File: src/rtl/ifu_fetch_pkg.sv
// rtl/ifu_fetch_pkg.sv - shared widths, reset PC, FSM encoding and if_id_bus layout
package ifu_fetch_pkg;

   localparam int PC_WIDTH        = 32;
   localparam int DATA_WIDTH      = 32;
   localparam int IF_ID_BUS_WIDTH = 2 * PC_WIDTH + DATA_WIDTH;

   localparam logic [PC_WIDTH-1:0] RESET_PC      = 32'h8000_0000;
   localparam logic [PC_WIDTH-1:0] PC_ALIGN_MASK = ~PC_WIDTH'(3);
   localparam logic [PC_WIDTH-1:0] PC_STEP       = PC_WIDTH'(4);

   typedef enum logic {
      FETCH = 1'b0,
      WAIT  = 1'b1
   } fetch_state_e;

   // Field order is shared with decode: PC in the MSBs, PC+4 in the LSBs.
   typedef struct packed {
      logic [PC_WIDTH-1:0]   pc;
      logic [DATA_WIDTH-1:0] instr;
      logic [PC_WIDTH-1:0]   pc_4;
   } if_id_t;

   function automatic if_id_t pack_if_id(input logic [PC_WIDTH-1:0] pc,
                                         input logic [DATA_WIDTH-1:0] instr);
      if_id_t r;
      r.pc    = pc;
      r.instr = instr;
      r.pc_4  = pc + PC_STEP;
      return r;
   endfunction

endpackage

File: src/rtl/ifu_fetch_if.sv
// rtl/ifu_fetch_if.sv - redirect, imem request/response and if_id_bus handshake bundle
interface ifu_fetch_if;
   import ifu_fetch_pkg::*;

   logic                       redirect_valid;
   logic [PC_WIDTH-1:0]        redirect_pc;
   logic                       imem_req_valid;
   logic                       imem_req_ready;
   logic [PC_WIDTH-1:0]        imem_req_addr;
   logic                       imem_resp_valid;
   logic [DATA_WIDTH-1:0]      imem_resp_data;
   logic                       m_valid;
   logic                       m_ready;
   logic [IF_ID_BUS_WIDTH-1:0] if_id_bus;

   modport master (
      input  redirect_valid, redirect_pc, imem_req_ready, imem_resp_valid,
             imem_resp_data, m_ready,
      output imem_req_valid, imem_req_addr, m_valid, if_id_bus
   );

   modport slave (
      output redirect_valid, redirect_pc, imem_req_ready, imem_resp_valid,
             imem_resp_data, m_ready,
      input  imem_req_valid, imem_req_addr, m_valid, if_id_bus
   );

endinterface

File: src/rtl/ifu_fetch_if_out_slot.sv
// rtl/ifu_fetch_if_out_slot.sv - single-entry output register with load, pop and flush
module if_out_slot
   import ifu_fetch_pkg::*;
(
   input  logic   clk,
   input  logic   rst,
   input  logic   load,
   input  if_id_t load_data,
   input  logic   pop,
   input  logic   flush,
   output logic   valid,
   output if_id_t data
);

   logic   valid_q, valid_d;
   if_id_t data_q, data_d;

   // Flush beats load beats pop; data is held on pop/flush so the bus stays quiet.
   always_comb begin
      valid_d = valid_q;
      data_d  = data_q;
      if (flush) begin
         valid_d = 1'b0;
      end else if (load) begin
         valid_d = 1'b1;
         data_d  = load_data;
      end else if (pop) begin
         valid_d = 1'b0;
      end
   end

   always_ff @(posedge clk) begin
      if (!rst) begin
         valid_q <= 1'b0;
         data_q  <= '0;
      end else begin
         valid_q <= valid_d;
         data_q  <= data_d;
      end
   end

   assign valid = valid_q;
   assign data  = data_q;

endmodule

File: src/rtl/ifu_fetch.sv
// rtl/ifu_fetch.sv - instruction-fetch stage: PC, single-outstanding imem reads, redirect flush
module ifu_fetch
   import ifu_fetch_pkg::*;
(
   input  logic        clk,
   input  logic        rst,
   ifu_fetch_if.master bus
);

   fetch_state_e        state_q, state_d;
   logic [PC_WIDTH-1:0] pc_q, pc_d;
   logic                kill_q, kill_d;

   logic   slot_valid;
   if_id_t slot_data;
   logic   slot_load;
   logic   m_valid;
   logic   m_pop;
   logic   can_issue;
   logic   req_valid;

   assign m_valid   = slot_valid & ~bus.redirect_valid & rst;
   assign m_pop     = m_valid & bus.m_ready;
   assign can_issue = ~slot_valid | m_pop;
   assign req_valid = (state_q == FETCH) & can_issue & ~bus.redirect_valid & rst;

   always_comb begin
      state_d   = state_q;
      pc_d      = pc_q;
      kill_d    = kill_q;
      slot_load = 1'b0;
      if (bus.redirect_valid) begin
         pc_d = bus.redirect_pc & PC_ALIGN_MASK;
         if (state_q == WAIT) begin
            // A response landing with the redirect is simply discarded.
            if (bus.imem_resp_valid) begin
               state_d = FETCH;
               kill_d  = 1'b0;
            end else begin
               kill_d  = 1'b1;
            end
         end
      end else begin
         case (state_q)
            FETCH: begin
               if (req_valid && bus.imem_req_ready) begin
                  state_d = WAIT;
               end
            end
            WAIT: begin
               if (bus.imem_resp_valid) begin
                  state_d = FETCH;
                  if (kill_q) begin
                     kill_d = 1'b0;
                  end else begin
                     slot_load = 1'b1;
                     pc_d      = pc_q + PC_STEP;
                  end
               end
            end
            default: state_d = FETCH;
         endcase
      end
   end

   always_ff @(posedge clk) begin
      if (!rst) begin
         state_q <= FETCH;
         pc_q    <= RESET_PC;
         kill_q  <= 1'b0;
      end else begin
         state_q <= state_d;
         pc_q    <= pc_d;
         kill_q  <= kill_d;
      end
   end

   if_out_slot u_slot (
      .clk       (clk),
      .rst       (rst),
      .load      (slot_load),
      .load_data (pack_if_id(pc_q, bus.imem_resp_data)),
      .pop       (m_pop),
      .flush     (bus.redirect_valid),
      .valid     (slot_valid),
      .data      (slot_data)
   );

   assign bus.imem_req_valid = req_valid;
   assign bus.imem_req_addr  = pc_q;
   assign bus.m_valid        = m_valid;
   assign bus.if_id_bus      = rst ? slot_data : '0;

endmodule
File: src/flat_wrapper.sv
// flat-port wrapper written by rule: the top's interface ports become plain ports
module ifu_fetch_flat import ifu_fetch_pkg::*;
  (clk, rst, bus_redirect_valid, bus_redirect_pc, bus_imem_req_ready, bus_imem_resp_valid, bus_imem_resp_data, bus_m_ready, bus_imem_req_valid, bus_imem_req_addr, bus_m_valid, bus_if_id_bus);
  ifu_fetch_if bus_i ();
  input  logic clk;
  input  logic rst;
  input wire logic [$bits(bus_i.redirect_valid)-1:0] bus_redirect_valid;
  input wire logic [$bits(bus_i.redirect_pc)-1:0] bus_redirect_pc;
  input wire logic [$bits(bus_i.imem_req_ready)-1:0] bus_imem_req_ready;
  input wire logic [$bits(bus_i.imem_resp_valid)-1:0] bus_imem_resp_valid;
  input wire logic [$bits(bus_i.imem_resp_data)-1:0] bus_imem_resp_data;
  input wire logic [$bits(bus_i.m_ready)-1:0] bus_m_ready;
  output wire logic [$bits(bus_i.imem_req_valid)-1:0] bus_imem_req_valid;
  output wire logic [$bits(bus_i.imem_req_addr)-1:0] bus_imem_req_addr;
  output wire logic [$bits(bus_i.m_valid)-1:0] bus_m_valid;
  output wire logic [$bits(bus_i.if_id_bus)-1:0] bus_if_id_bus;
  assign bus_i.redirect_valid = bus_redirect_valid;
  assign bus_i.redirect_pc = bus_redirect_pc;
  assign bus_i.imem_req_ready = bus_imem_req_ready;
  assign bus_i.imem_resp_valid = bus_imem_resp_valid;
  assign bus_i.imem_resp_data = bus_imem_resp_data;
  assign bus_i.m_ready = bus_m_ready;
  assign bus_imem_req_valid = bus_i.imem_req_valid;
  assign bus_imem_req_addr = bus_i.imem_req_addr;
  assign bus_m_valid = bus_i.m_valid;
  assign bus_if_id_bus = bus_i.if_id_bus;
  ifu_fetch u_core (.clk(clk), .rst(rst), .bus(bus_i));
endmodule
File: config.mk
export PLATFORM = sky130hd
export DESIGN_NAME = ifu_fetch_flat
export DESIGN_NICKNAME = d
export VERILOG_FILES = /design/src/rtl/ifu_fetch_pkg.sv /design/src/rtl/ifu_fetch_if.sv /design/src/rtl/ifu_fetch_if_out_slot.sv /design/src/rtl/ifu_fetch.sv /design/src/flat_wrapper.sv
export SDC_FILE = /design/constraint.sdc
export NUM_CORES = 1
export LEC_CHECK = 0
export ABC_AREA = 1
export BUFFER_PORTS_ARGS = -buffer_cell sky130_fd_sc_hd__clkbuf_2
export CORE_MARGIN = 2
export CORE_UTILIZATION = 25
export DETAILED_ROUTE_END_ITERATION = 7
export PLACE_DENSITY = 0.55
export SYNTH_ARGS = -nofsm -noshare
export SYNTH_HDL_FRONTEND = slang
export SYNTH_SLANG_ARGS = --single-unit
File: constraint.sdc
create_clock -name clk -period 1.7 [get_ports clk]
set_clock_uncertainty 0.05 [all_clocks]
set_input_delay 0.34 -clock clk [delete_from_list [all_inputs] [get_ports clk]]
set_output_delay 0.34 -clock clk [all_outputs]
set_load 0.05 [all_outputs]
Word level (Yosys, flattened, before mapping)
Index checks and enable logic that the tools add are counted.
{"block": "totals", "out_inout_bits": 130, "register_bits": 131, "elab_cells": 51, "in_bits": 70}
{"block": "classes", "reduce_logical": 9, "mux": 20, "add_sub_neg": 1, "n_eq_ne": 1, "bitwise": 12}
{"op": "$mux 32", "n": 4}
{"op": "$mux 96", "n": 1}
{"op": "$add 32x3->32 const B", "n": 1}
{"op": "$mux 1", "n": 14}
{"op": "$and 1x1->1", "n": 6}
{"op": "$reduce_and 3->1", "n": 2}
{"op": "$reduce_bool 2->1", "n": 3}
{"op": "$not 1->1", "n": 5}
{"op": "$reduce_and 2->1", "n": 2}
{"op": "$ne 2x2->1 const B", "n": 1}
{"op": "$pmux 1 s2", "n": 1}
{"op": "$reduce_or 2->1", "n": 1}
{"op": "$logic_and 1x1->1", "n": 1}
{"op": "$or 1x1->1", "n": 1}

Longest topological paths before layout
Gate-level depths: netlist (run 1).
{"block": "logic_depth", "depth_word": 12, "depth_mapped": 10, "depth_no_buf": 9}

Hierarchy
Synthesis (run 1) repeated with hierarchy kept, for this count alone.
{"block": "hier_totals", "hier_cells": 1239, "hier_area_um2": 7294.5}
{"module": "if_out_slot", "seq_area_each_um2": 1941.9, "area_each_um2": 4110.2, "cells_per_inst": 626, "instances": 1}
{"module": "ifu_fetch", "seq_area_each_um2": 640.6, "area_each_um2": 3184.3, "cells_per_inst": 613, "instances": 1}

Worst setup path after synthesis (run 1)
OpenSTA, ideal clock, no wires.
{"block": "synth_path", "kind": "input-to-output", "startpoint": "in rst", "endpoint": "out bus_imem_req_valid", "t_required_ps": 1310, "n_path_buf": 1, "stages": 5, "arrival_time_ps": 1512, "setup_slack_ps": -202, "path_cell_list": "inv_1 clkbuf_1 nor2_1 o21ai_0 nor2_1"}
{"block": "synth_via", "elab_chain_len": 6}
{"item": "start: declaration", "line": "flat_wrapper.sv:6", "source": "input logic rst;"}
{"item": "$and 1x1->1", "line": "ifu_fetch.sv:22", "source": "assign m_valid = slot_valid & ~bus.redirect_valid & rst;"}
{"item": "$and 1x1->1", "line": "ifu_fetch.sv:23", "source": "assign m_pop = m_valid & bus.m_ready;"}
{"item": "$or 1x1->1", "line": "ifu_fetch.sv:24", "source": "assign can_issue = ~slot_valid | m_pop;"}
{"item": "$and 1x1->1 (2 in series)", "line": "ifu_fetch.sv:25", "source": "assign req_valid = (state_q == FETCH) & can_issue & ~bus.redirect_valid & rst;"}
{"item": "$and 1x1->1 (*)", "line": "ifu_fetch.sv:25"}
{"item": "end: declaration", "line": "flat_wrapper.sv:13", "source": "output wire logic [$bits(bus_i.imem_req_valid)-1:0] bus_imem_req_valid;"}
Mark *: on every way between the ends. The rest lies on a longest branch, timed or not.

Worst setup path in the final report (run 1)
{"block": "layout_path", "startpoint": "reg u_core.pc_q[14], in the netlist u_core.bus.imem_req_addr[14]", "endpoint": "out bus_imem_req_addr[14]"}
{"item": "start: declaration", "line": "ifu_fetch.sv:11", "source": "logic [PC_WIDTH-1:0] pc_q, pc_d;"}
{"item": "start signal: assignment", "line": "ifu_fetch.sv:73", "source": "pc_q <= pc_d;"}
{"item": "end: declaration", "line": "flat_wrapper.sv:14", "source": "output wire logic [$bits(bus_i.imem_req_addr)-1:0] bus_imem_req_addr;"}
No word-level cell between the ends.

==> results of run 1 <==
routing by layer:
metal	global-route usage, %	wire length [um]	vias up
met3	3.82	1110	13
met1	19.7	9140	2757
met4	3.81	157	0
met2	24.9	9250	172
li1	-	-	3158
met5	0	0	-
timing repair:
action                     CTS  global route
hold buffers                 0             0
resized for setup            1            10
gates cloned                 0             2
setup endpoints to repair    1            41
pin swaps                    0             4
buffers inserted             0             2
cell families after synthesis:
| kind of cell | after synthesis | share of synthesized area, % |
|---|---|---|
| AO/OA/AOI/OAI | 138 | 14.4 |
| XOR/XNOR | 2 | 0.288 |
| adder cells (fa/ha/maj) | 1 | 0.205 |
| buffers and inverters | 225 | 17.5 |
| flip-flops | 125 | 41.1 |
| other | 1 | 0.0616 |
| AND/OR/NAND/NOR | 379 | 26.5 |
layout make-up:
class	instances	area [um^2]	area share [%]
Timing Repair Buffer	286	2550	27.8
Antenna cell	1	2.50	0.0273
Sequential cell	125	2510	27.3
Inverter	149	562	6.13
Clock inverter	11	119	1.30
Tap cell	324	405	4.42
Multi-Input combinational cell	527	2570	28.0
Clock buffer	20	457	4.98
synthesized netlist by cell type (all sizes together):
cell / n / area share, %
a21oi: 55 / 4.5
a22oi: 25 / 4.7
a31oi: 4 / 0.41
and2: 1 / 0.10
buf: 59 / 7.2
clkbuf: 17 / 1.0
conb: 1 / 0.062
dfxtp: 125 / 41
ha: 1 / 0.21
inv: 149 / 9.2
nand2: 242 / 15
nand3: 47 / 3.9
nand4: 11 / 1.1
nor2: 77 / 6.1
o21ai: 41 / 3.4
o22ai: 13 / 1.3
or2: 1 / 0.10
xor2: 2 / 0.29
metrics by stage:
step | TNS [ps] | total power [mW] | std cells | setup WS [ps] | util [%]
after CTS | 0 | 7.64 | 1438 | 20.9 | 37.7
final | 0 | 7.55 | 1443 | 69.6 | 38.0
after global routing | -1.38 | 7.88 | 1443 | -1.38 | 38.0
after detailed placement | 0 | 4.02 | 1407 | 20.4 | 35.3
after floorplan | 0 | 3.72 | 876 | 5.18 | -
after global placement | 0 | 4.02 | 1407 | 23.7 | 35.3
worst register-to-register path, stage by stage, from the launching register on:
cell     delay (ps)
dfxtp_2         370
ha_4            150
nand2_2          70
nor2_4          150
nand2_4         130
nor2_4          260
nand2_1          90
nand3_1         140
o22ai_1          80
worst max-delay path by stage:
stage / to / slack (ps)
floorplan: bus_imem_req_valid / 5
global placement: bus_if_id_bus[4] / 20
CTS: bus_if_id_bus[46] / 20
global route: u_core.u_slot.data[14]$_SDFFE_PN0P_ / -1
detailed placement: bus_if_id_bus[46] / 20
finish: bus_imem_req_addr[14] / 70
power breakdown:
group          switching, mW  internal (mW)
logic                  0.603          0.309
clock network           1.36           2.22
registers             0.0518           3.01
total                   2.01           5.54
state kept, by name, indices dropped and copies added (netlist names):
signal,flops
u_core.bus.imem_req_addr,30
u_core.kill_q,1
u_core.state_q,1
u_core.u_slot.data,92
u_core.u_slot.valid,1
cell usage in the layout (no fill, tap or decap), types with 11 or more instances in the layout:
master,Yosys,layout
nand3_1,47,47
a22oi_2,20,20
nand4_1,11,11
clkbuf_2,0,142
nor2_1,69,68
nand2_1,238,238
buf_12,0,59
inv_1,147,145
dfxtp_1,125,122
buf_4,39,82
o22ai_1,13,13
a21oi_1,55,55
o21ai_0,35,34
clkbuf_16,0,18
==> summary.txt, run 1 <==
Timing
  – Fmax: slightly above 600 MHz
  – Endpoints failing hold: 0
  – Post-route minimum period: 1630 ps
  – Final Setup Violations: 0
  – Slew Viols, Final: 0
  – Fin crit share: between 90% and 100%
  – Worst hold slack: between 100 and 150 ps

Global routing
  – Vias in the first global route: slightly below 6000
  – Largest net degree at the start of global routing: 36
  – GR Overflow Total: 0
  – Global-route wire length before repair: between 30000 and 40000 um
  – Overall Global Routing Usage: around 15%
  – Initial antenna violation count: 1

Yosys
  – Yosys warnings: 0
  – Netlist cell types: 30
  – Post-synthesis sequential area ratio: between 40% and 50%
  – Synth Cell Area: around 6000 um^2
  – Post-Syn Instances: just under 900
  – Yosys reg bits: 125
  – Avg Inst Size Synth: 6.99 um^2

Route
  – DRC: 0
  – WL final: 19700 um
  – Initial DRC count: approximately 350
  – DRT antenna net count: 0
  – First drt pass iteration count: 5
  – Vias after detailed routing: around 6000
  – Vias per cell: ~4.2
  – WL/cell: 13.6 um

Pwr
  – Max IR drop VDD: 0.000500 V
  – P per Cell Area: 823 nW/um^2
  – P_leak: between 5 and 6 nW

Worst setup path
  – Worst reg2reg path depth: 8
  – Reg-to-reg critical path startpoint: u_core.bus.imem_req_addr[2]$_SDFFE_PN0P_
  – CP Launch Type: register
  – Worst setup path startpoint: u_core.bus.imem_req_addr[14]$_SDFFE_PN0P_
  – Reg2reg end: u_core.u_slot.data[14]$_SDFFE_PN0P_
  – Reg2Reg Setup Slack: ~90 ps
  – Cell count along the critical path: 2
  – Critical Path Sink Type: primary output
  – Slowest cell on crit path: dfxtp_1
  – Peak per-stage delay on the critical path: roughly 400 ps
  – Worst Path Required: approximately 1300 ps
  – CP delay by family, top: buffers and inverters
  – Crit-path cells: buf_4 -> clkbuf_2
  – Crit Path Max Fanout: 5
  – Worst path buffer plus inverter count: 2
  – Worst Path Class, Setup: reg2out
  – Worst Path Arrival: about 1200 ps

Outcome
  – Status: complete, no violations

CTS
  – CTS Sinks: approximately 130
  – CTS buffer count: 17
  – CTS tree: done
  – Clk root buf: clkbuf_16
  – Reg clk slew, reported paths: 60 ps
  – H-tree depth: 4
  – Clk_lat worst skew: roughly 410 ps
  – Max clock buf depth: 2

Placed design
  – RePlAce Congestion: around 0.80
  – Count of input and output buffers: ~190
  – HPWL after detailed placement: approximately 14000 um
  – Area after DPL: about 8500 um^2

Die
  – Core Area: roughly 24000 um^2
  – Initial Util: between 20% and 30%
  – Die area: approximately 26000 um^2
  – Die width: 160 um
  – # rows: between 50 and 60
  – I/O pins: 200
  – Die height: 160 um

Layout
  – Layout cell share with drive strength beyond 1: 32.2%
  – Final instance area: around 9200 um^2
  – FILL cells: about 2600
  – Final net count: 1177
  – Area Overhead vs Synth: 50.6%

Hold path
  – HP Class: in2reg
  – Hold path depth: 3
  – Hold path start: bus_imem_resp_data[15]
  – Hold EP: u_core.u_slot.data[47]$_SDFFE_PN0P_

Job
  – Max cap viols: 0
Note: power is estimated with default switching activity, not from simulation.
==> inputs of run 2 (changes only) <==
--- a/config.mk
+++ b/config.mk
@@ -6,11 +6,11 @@
 export NUM_CORES = 1
 export LEC_CHECK = 0
 export ABC_AREA = 1
-export BUFFER_PORTS_ARGS = -buffer_cell sky130_fd_sc_hd__clkbuf_2
 export CORE_MARGIN = 2
 export CORE_UTILIZATION = 25
 export DETAILED_ROUTE_END_ITERATION = 7
-export PLACE_DENSITY = 0.55
+export DONT_BUFFER_PORTS = 1
+export PLACE_DENSITY = 0.48
 export SYNTH_ARGS = -nofsm -noshare
 export SYNTH_HDL_FRONTEND = slang
 export SYNTH_SLANG_ARGS = --single-unit
==> run 2 against run 1 <==
  * Hold slack worse by 99 ps
  * Clock power is 5% higher
  * Register-to-register slack worse by 20 ps
  * Sequential power about the same
  * Combinational power down 24%
  * Final area is 21% lower
  * Critical path depth increased by 6
  * Sequential cell count is the same
  * First-iteration DRC count fell by 2.9%
  * Count of clock-buffer cells in the layout increased by 7
  * Worst setup slack better by 2.7 ps
  * Largest power group unchanged
  * Highest routed layer unchanged
==> summary.txt, run 2 (synthesis gave the netlist of run 1 again) <==
Worst setup path
  – Worst Path Arrival: 1880 ps (was 1240 ps)
  – Crit Path Max Fanout: 8 (was 5)
  – Worst path buffer plus inverter count: 0 (was 2)
  – Most frequent CP cell: nor2_4
  – Critical Path Sink Type: register (was primary output)
  – CP delay by family, top: simple AND/OR/NAND/NOR gates (was buffers and inverters)
  – Worst Path Class, Setup: reg2reg (was reg2out)
  – CP Launch Type: register (unchanged)
  – Slowest cell on crit path: dfxtp_2 (was dfxtp_1)
  – Peak per-stage delay on the critical path: 380 ps (was 390 ps)
  – Crit-path cells: ha_4 -> nand2_2 -> nor2_4 -> nand2_4 -> nor2_4 -> nand4_1 -> nand3_1 -> nand2_1 (was buf_4 -> clkbuf_2)
  – Worst Path Required: 1960 ps (was 1310 ps)

Die
  – Die width: 160 um (unchanged)
  – Die height: 160 um (unchanged)
  – # rows: 57 (unchanged)
  – Die area: 25600 um^2 (unchanged)
  – Initial Util: 25.3% (unchanged)
  – I/O pins: 200 (unchanged)
  – Core Area: 24100 um^2 (unchanged)

Pwr
  – Switch Pwr: 1.91 mW (was 2.01 mW)
  – Cell Int Power: 5.59 mW (was 5.54 mW)
  – P_leak: 3.92 nW (was 5.07 nW)
  – Comb pwr share: 9.2% (was 12.1%)
  – Share of power burned in registers: 40.8% (was 40.6%)
  – Switching share of power: 25.5% (was 26.6%)
  – Max IR drop VDD: 0.000483 V (was 0.000500 V)
  – Clock network power share: 50.0% (was 47.3%)
  – P per Cell Area: 1040 nW/um^2 (was 823 nW/um^2)

Timing
  – Slew Viols, Final: 0 (unchanged)
  – Endpoints failing hold: 0 (unchanged)
  – Worst rel slew slack: about three fifths
  – Fin Setup TNS: 0 ps (unchanged)
  – Unrepaired setup endpoints after global routing: false
  – Post-route minimum period: 1630 ps (about the same)
  – Fin crit share: 95.7% (was 95.9%)
  – Final Setup Violations: 0 (unchanged)
  – Fmax: 614 MHz (was 613 MHz)
  – Slew @ Worst Pin: about 580 ps

CTS
  – H-tree depth: 4 (unchanged)
  – Clk root buf: clkbuf_16 (unchanged)
  – Max clock buf depth: 2 (unchanged)
  – Reg clk slew, reported paths: 60 ps (about the same)
  – CTS buffer count: 17 (unchanged)
  – CTS Sinks: 125 (unchanged)
  – Clk_lat worst skew: 420 ps (was 410 ps)
  – CTS tree: done (unchanged)

Layout
  – Antenna cells: 0 (was 1)
  – FILL cells: 2709 (was 2569)
  – Most frequent cells in the layout: nand2_1, inv_1, dfxtp_1, nor2_1, a21oi_1 (was nand2_1, inv_1, clkbuf_2, dfxtp_1, buf_4)
  – Final Util: 30.0% (was 38.0%)
  – Area Overhead vs Synth: 18.9% (was 50.6%)
  – Commonest non-fill, non-tap cell in the layout: nand2_1 (unchanged)
  – Layout cell share with drive strength beyond 1: 15.1% (was 32.2%)
  – Final net count: 956 (was 1177)
  – Max FFs per register: 92 (unchanged)

Job
  – Max cap viols: 0 (unchanged)

Global routing
  – Largest net degree at the start of global routing: 100 (was 36)
  – Overall Global Routing Usage: 15.2% (was 15.1%)
  – GR Overflow Total: 0 (unchanged)
  – Initial antenna violation count: 0 (was 1)
  – Global-route wire length before repair: 29900 um (was 30600 um)
  – Vias in the first global route: 5176 (was 5856)

Route
  – WL final: 19500 um (was 19700 um)
  – Vias per cell: 4.41 (was 4.23)
  – Vias after detailed routing: 5385 (was 6100)
  – DRT antenna net count: 0 (unchanged)
  – Initial DRC count: 338 (was 348)
  – First drt pass iteration count: 5 (unchanged)
  – WL/cell: 16.0 um (was 13.6 um)
  – DRC: 0 (unchanged)

Outcome
  – Status: complete, no violations (unchanged)

Placed design
  – Count of input and output buffers: 0 (was 191)
  – RePlAce Congestion: 0.809 (was 0.798)
  – HPWL after detailed placement: 13400 um (was 14400 um)

Hold path
  – HP Class: in2reg (unchanged)
-- run 2: changes by cell type in the layout (fill, tap and decap cells not counted), sizes merged --
| cell | change |
|---|---|
| diode | -1 |
| clkbuf | -136 |
| clkinv | -4 |
| dlygate4sd3 | +4 |
| clkinvlp | -3 |
| buf | -82 |
-- run 2: final timing paths --
path / end / slack, ps / cells past startpoint / startpoint
max: u_core.u_slot.data[28]$_SDFFE_PN0P_ / 70 / 8 / u_core.bus.imem_req_addr[2]$_SDFFE_PN0P_
max reg2reg: u_core.u_slot.data[28]$_SDFFE_PN0P_ / 70 / 8 / u_core.bus.imem_req_addr[2]$_SDFFE_PN0P_
min: u_core.u_slot.data[44]$_SDFFE_PN0P_ / 20 / 2 / bus_imem_resp_data[12]
min reg2reg: u_core.u_slot.data[51]$_SDFFE_PN0P_ / 410 / 2 / u_core.u_slot.data[51]$_SDFFE_PN0P_
-- run 2: stage by stage --
stage | cells | area [um^2] | hold slack, ps | setup WS [ps] | power [mW]
after floorplan | 876 | 6110 | 392 | 5.18 | 3.72
after global placement | 1184 | 6550 | 400 | 88.9 | 3.79
after detailed placement | 1184 | 6550 | 403 | 59.1 | 3.79
after CTS | 1219 | 7190 | 2.01 | 10.2 | 7.60
after global routing | 1221 | 7240 | 11.3 | 2.41 | 7.78
final | 1221 | 7240 | 17.3 | 72.3 | 7.50
-- run 2: timing repair --
action / in CTS / in global routing
hold buffers: 4 / 0
gates resized for setup: 0 / 14
buffers inserted: 0 / 1
hold endpoints to repair: 11 / 0
setup endpoints to repair: 0 / 32
-- run 2: metal layers --
metal / up-vias / global-route usage (%) / part of all wire, %
li1: 2721 / - / -
met1: 2501 / 19.8 / 47
met2: 150 / 24.6 / 46
met3: 13 / 4.18 / 5.8
met4: 0 / 4.18 / 0.97
met5: - / 0 / 0
-- run 2: cell type report --
type / count / area [um^2] / area share (%)
timing repair buffer: 65 / 586 / 8.08
multi-input combinational: 527 / 2580 / 35.7
clock inverter: 4 / 76.3 / 1.05
tap: 324 / 405 / 5.60
sequential: 125 / 2510 / 34.6
clock buffer: 27 / 523 / 7.22
inverter: 149 / 562 / 7.76
-- run 2: power by group through the flow --
stage | registers (mW) | logic (mW) | clock network, mW
6_report | 3.06 | 0.690 | 3.75
5_1_grt | 3.07 | 0.747 | 3.97
4_1_cts | 3.06 | 0.690 | 3.85
3_5_place_dp | 3.12 | 0.671 | 0
3_3_place_gp | 3.12 | 0.670 | 0
2_1_floorplan | 3.13 | 0.588 | 0
==> inputs of run 3 (changes only) <==
==> constraint.sdc (replaced) <==
create_clock -name clk -period 1.7 [get_ports clk]
set_clock_uncertainty 0.05 [all_clocks]
set_input_delay 0.34 -clock clk [delete_from_list [all_inputs] [get_ports clk]]
set_output_delay 0.34 -clock clk [all_outputs]
set_load 0.02 [all_outputs]
==> run 3 against run 2 <==
  * Die area unchanged
  * Fmax is 2.4% higher
  * Total power decreased by 0.93%
  * Critical path depth unchanged
  * Largest power group unchanged
  * Count of clock-buffer cells in the layout fell by 5
==> summary.txt, run 3 (synthesis gave the netlist of run 1 again) <==
Outcome
  – Status: complete, no violations (unchanged)

Timing
  – Fmax: 629 MHz (was 614 MHz)
  – Fin Setup TNS: 0 ps (unchanged)
  – Final Setup Violations: 0 (unchanged)
  – Slew Viols, Final: 0 (unchanged)
  – Fin crit share: 93.5% (was 95.7%)
  – Post-route minimum period: 1590 ps (was 1630 ps)
  – Endpoints failing hold: 0 (unchanged)
  – Worst hold slack: 29.9 ps (was 17.3 ps)

CTS
  – H-tree depth: 4 (unchanged)
  – Max clock buf depth: 2 (unchanged)
  – Reg clk slew, reported paths: 60 ps (about the same)
  – Clk root buf: clkbuf_16 (unchanged)
  – CTS Sinks: 125 (unchanged)
  – CTS tree: done (unchanged)
  – Clk_lat worst skew: 420 ps (about the same)
  – CTS buffer count: 17 (unchanged)

Global routing
  – Overall Global Routing Usage: 14.8% (was 15.2%)
  – Vias in the first global route: 5095 (was 5176)
  – GR Overflow Total: 0 (unchanged)
  – Global-route wire length before repair: 29400 um (was 29900 um)
  – Largest net degree at the start of global routing: 105 (was 100)
  – Initial antenna violation count: 0 (unchanged)

Placed design
  – Count of input and output buffers: 0 (unchanged)
  – RePlAce Congestion: 0.769 (was 0.809)
  – HPWL after detailed placement: 13300 um (was 13400 um)

Route
  – WL final: 19500 um (about the same)
  – Initial DRC count: 281 (was 338)
  – Vias per cell: 4.42 (was 4.41)
  – WL/cell: 16.1 um (was 16.0 um)
  – DRC: 0 (unchanged)
  – DRT antenna net count: 0 (unchanged)
  – First drt pass iteration count: 4 (was 5)
  – Vias after detailed routing: 5354 (was 5385)

Layout
  – Area of the multi-input gates: 2590 um^2 (was 2580 um^2)
  – Area Overhead vs Synth: 17.8% (was 18.9%)
  – Final net count: 946 (was 956)
  – Antenna cells: 0 (unchanged)
  – Max FFs per register: 92 (unchanged)
  – FILL cells: 2705 (was 2709)
  – Most frequent cells in the layout: nand2_1, inv_1, dfxtp_1, nor2_1, a21oi_1 (unchanged)
  – Commonest non-fill, non-tap cell in the layout: nand2_1 (unchanged)
  – Layout cell share with drive strength beyond 1: 15.0% (was 15.1%)
  – Register area: 2510 um^2 (about the same)

Worst setup path
  – Critical Path Sink Type: register (unchanged)
  – CP Launch Type: register (unchanged)
  – Reg2reg end: u_core.u_slot.data[18]$_SDFFE_PN0P_ (was u_core.u_slot.data[28]$_SDFFE_PN0P_)
  – Worst Path Class, Setup: reg2reg (unchanged)
  – Reg-to-reg critical path startpoint: u_core.bus.imem_req_addr[2]$_SDFFE_PN0P_ (unchanged)
  – Worst reg2reg path depth: 8 (unchanged)
  – Worst Path Arrival: 1840 ps (was 1880 ps)
  – Reg2Reg Setup Slack: 110 ps (was 70 ps)
  – Worst Path Required: 1950 ps (was 1960 ps)
  – Crit Path Max Fanout: 8 (unchanged)

Job
  – Max cap viols: 0 (unchanged)

Pwr
  – Cell Int Power: 5.64 mW (was 5.59 mW)
  – Max IR drop VDD: 0.000507 V (was 0.000483 V)
  – Switch Pwr: 1.79 mW (was 1.91 mW)
  – Comb pwr share: 6.9% (was 9.2%)
  – Share of power burned in registers: 41.2% (was 40.8%)
  – P per Cell Area: 1040 nW/um^2 (about the same)
  – Switching share of power: 24.1% (was 25.5%)
  – P_leak: 3.87 nW (was 3.92 nW)
  – Clock network power share: 51.9% (was 50.0%)

Die
  – Die height: 160 um (unchanged)
  – Die width: 160 um (unchanged)
  – # rows: 57 (unchanged)
  – I/O pins: 200 (unchanged)
  – Initial Util: 25.3% (unchanged)
  – Core Area: 24100 um^2 (unchanged)
  – Die area: 25600 um^2 (unchanged)

Hold path
  – HP Class: in2reg (unchanged)
  – Hold path depth: 2 (unchanged)
  – Hold path start: bus_redirect_pc[31] (was bus_imem_resp_data[12])
  – Hold EP: u_core.bus.imem_req_addr[31]$_SDFFE_PN1P_ (was u_core.u_slot.data[44]$_SDFFE_PN0P_)
-- run 3: worst max path at each step --
stage                                                           end  slack [ps]                                      from  depth (start not counted)
final                           u_core.u_slot.data[18]$_SDFFE_PN0P_         110  u_core.bus.imem_req_addr[2]$_SDFFE_PN0P_                          8
after global routing      u_core.bus.imem_req_addr[11]$_SDFFE_PN0P_          -1                 u_core.state_q$_SDFF_PN0_                          7
after CTS                       u_core.u_slot.data[24]$_SDFFE_PN0P_          40  u_core.bus.imem_req_addr[2]$_SDFFE_PN0P_                          8
after detailed placement        u_core.u_slot.data[95]$_SDFFE_PN0P_         -90                 u_core.state_q$_SDFF_PN0_                          6
after global placement             u_core.u_slot.valid$_SDFFE_PP0P_        -100                 u_core.state_q$_SDFF_PN0_                          6
after floorplan                                  bus_imem_req_valid         160                                       rst                          5
-- run 3: worst max-delay path: stages (launching register included) --
cell,delay [ps]
dfxtp_4,370
ha_4,140
nand2_2,70
nor2_4,150
nand2_4,110
nor2_4,270
nand3_1,110
nand3_1,120
o21ai_1,70
-- run 3: timing repair --
item | 4_1_cts | 5_1_grt
setup endpoints to repair | 64 | 37
resized for setup | 1 | 23
setup buffers | 0 | 1
hold endpoints to repair | 8 | 0
hold buffers | 3 | 0
pin swaps | 0 | 6
gates cloned | 0 | 2
-- run 3: power groups by stage --
stage | sequential, mW | combinational (mW) | clock [mW]
after floorplan | 3.13 | 0.426 | 0
after global placement | 3.12 | 0.501 | 0
after detailed placement | 3.12 | 0.502 | 0
after CTS | 3.06 | 0.514 | 3.95
after global routing | 3.07 | 0.568 | 4.08
final | 3.06 | 0.516 | 3.86
-- run 3: routing by layer --
layer	share of wire (%)	wire length (um)	GRT usage (%)
met5	0	0	0
met4	2.1	408	5.61
met3	6.2	1210	4.26
met2	45	8800	23.4
met1	46	9040	19.1
-- run 3: metrics by stage --
step | instance area [um^2] | std cells | setup WS, ps | utilization (%) | total power [mW]
4_1_cts | 7060 | 1209 | 37.7 | 29.3 | 7.52
2_1_floorplan | 6110 | 876 | 162 | - | 3.55
3_5_place_dp | 6410 | 1174 | -90.3 | 26.6 | 3.62
6_report | 7170 | 1212 | 111 | 29.8 | 7.43
3_3_place_gp | 6410 | 1174 | -101 | 26.6 | 3.62
5_1_grt | 7170 | 1212 | -1.23 | 29.8 | 7.72
-- run 3: final cells by class --
| class | count | area share (%) |
|---|---|---|
| repair buffers | 55 | 6.66 |
| inverters | 149 | 7.94 |
| clock inverters | 10 | 1.90 |
| well taps | 324 | 5.65 |
| flip-flops and latches | 125 | 35.0 |
| multi-input cells | 527 | 36.1 |
| clock buffers | 22 | 6.75 |
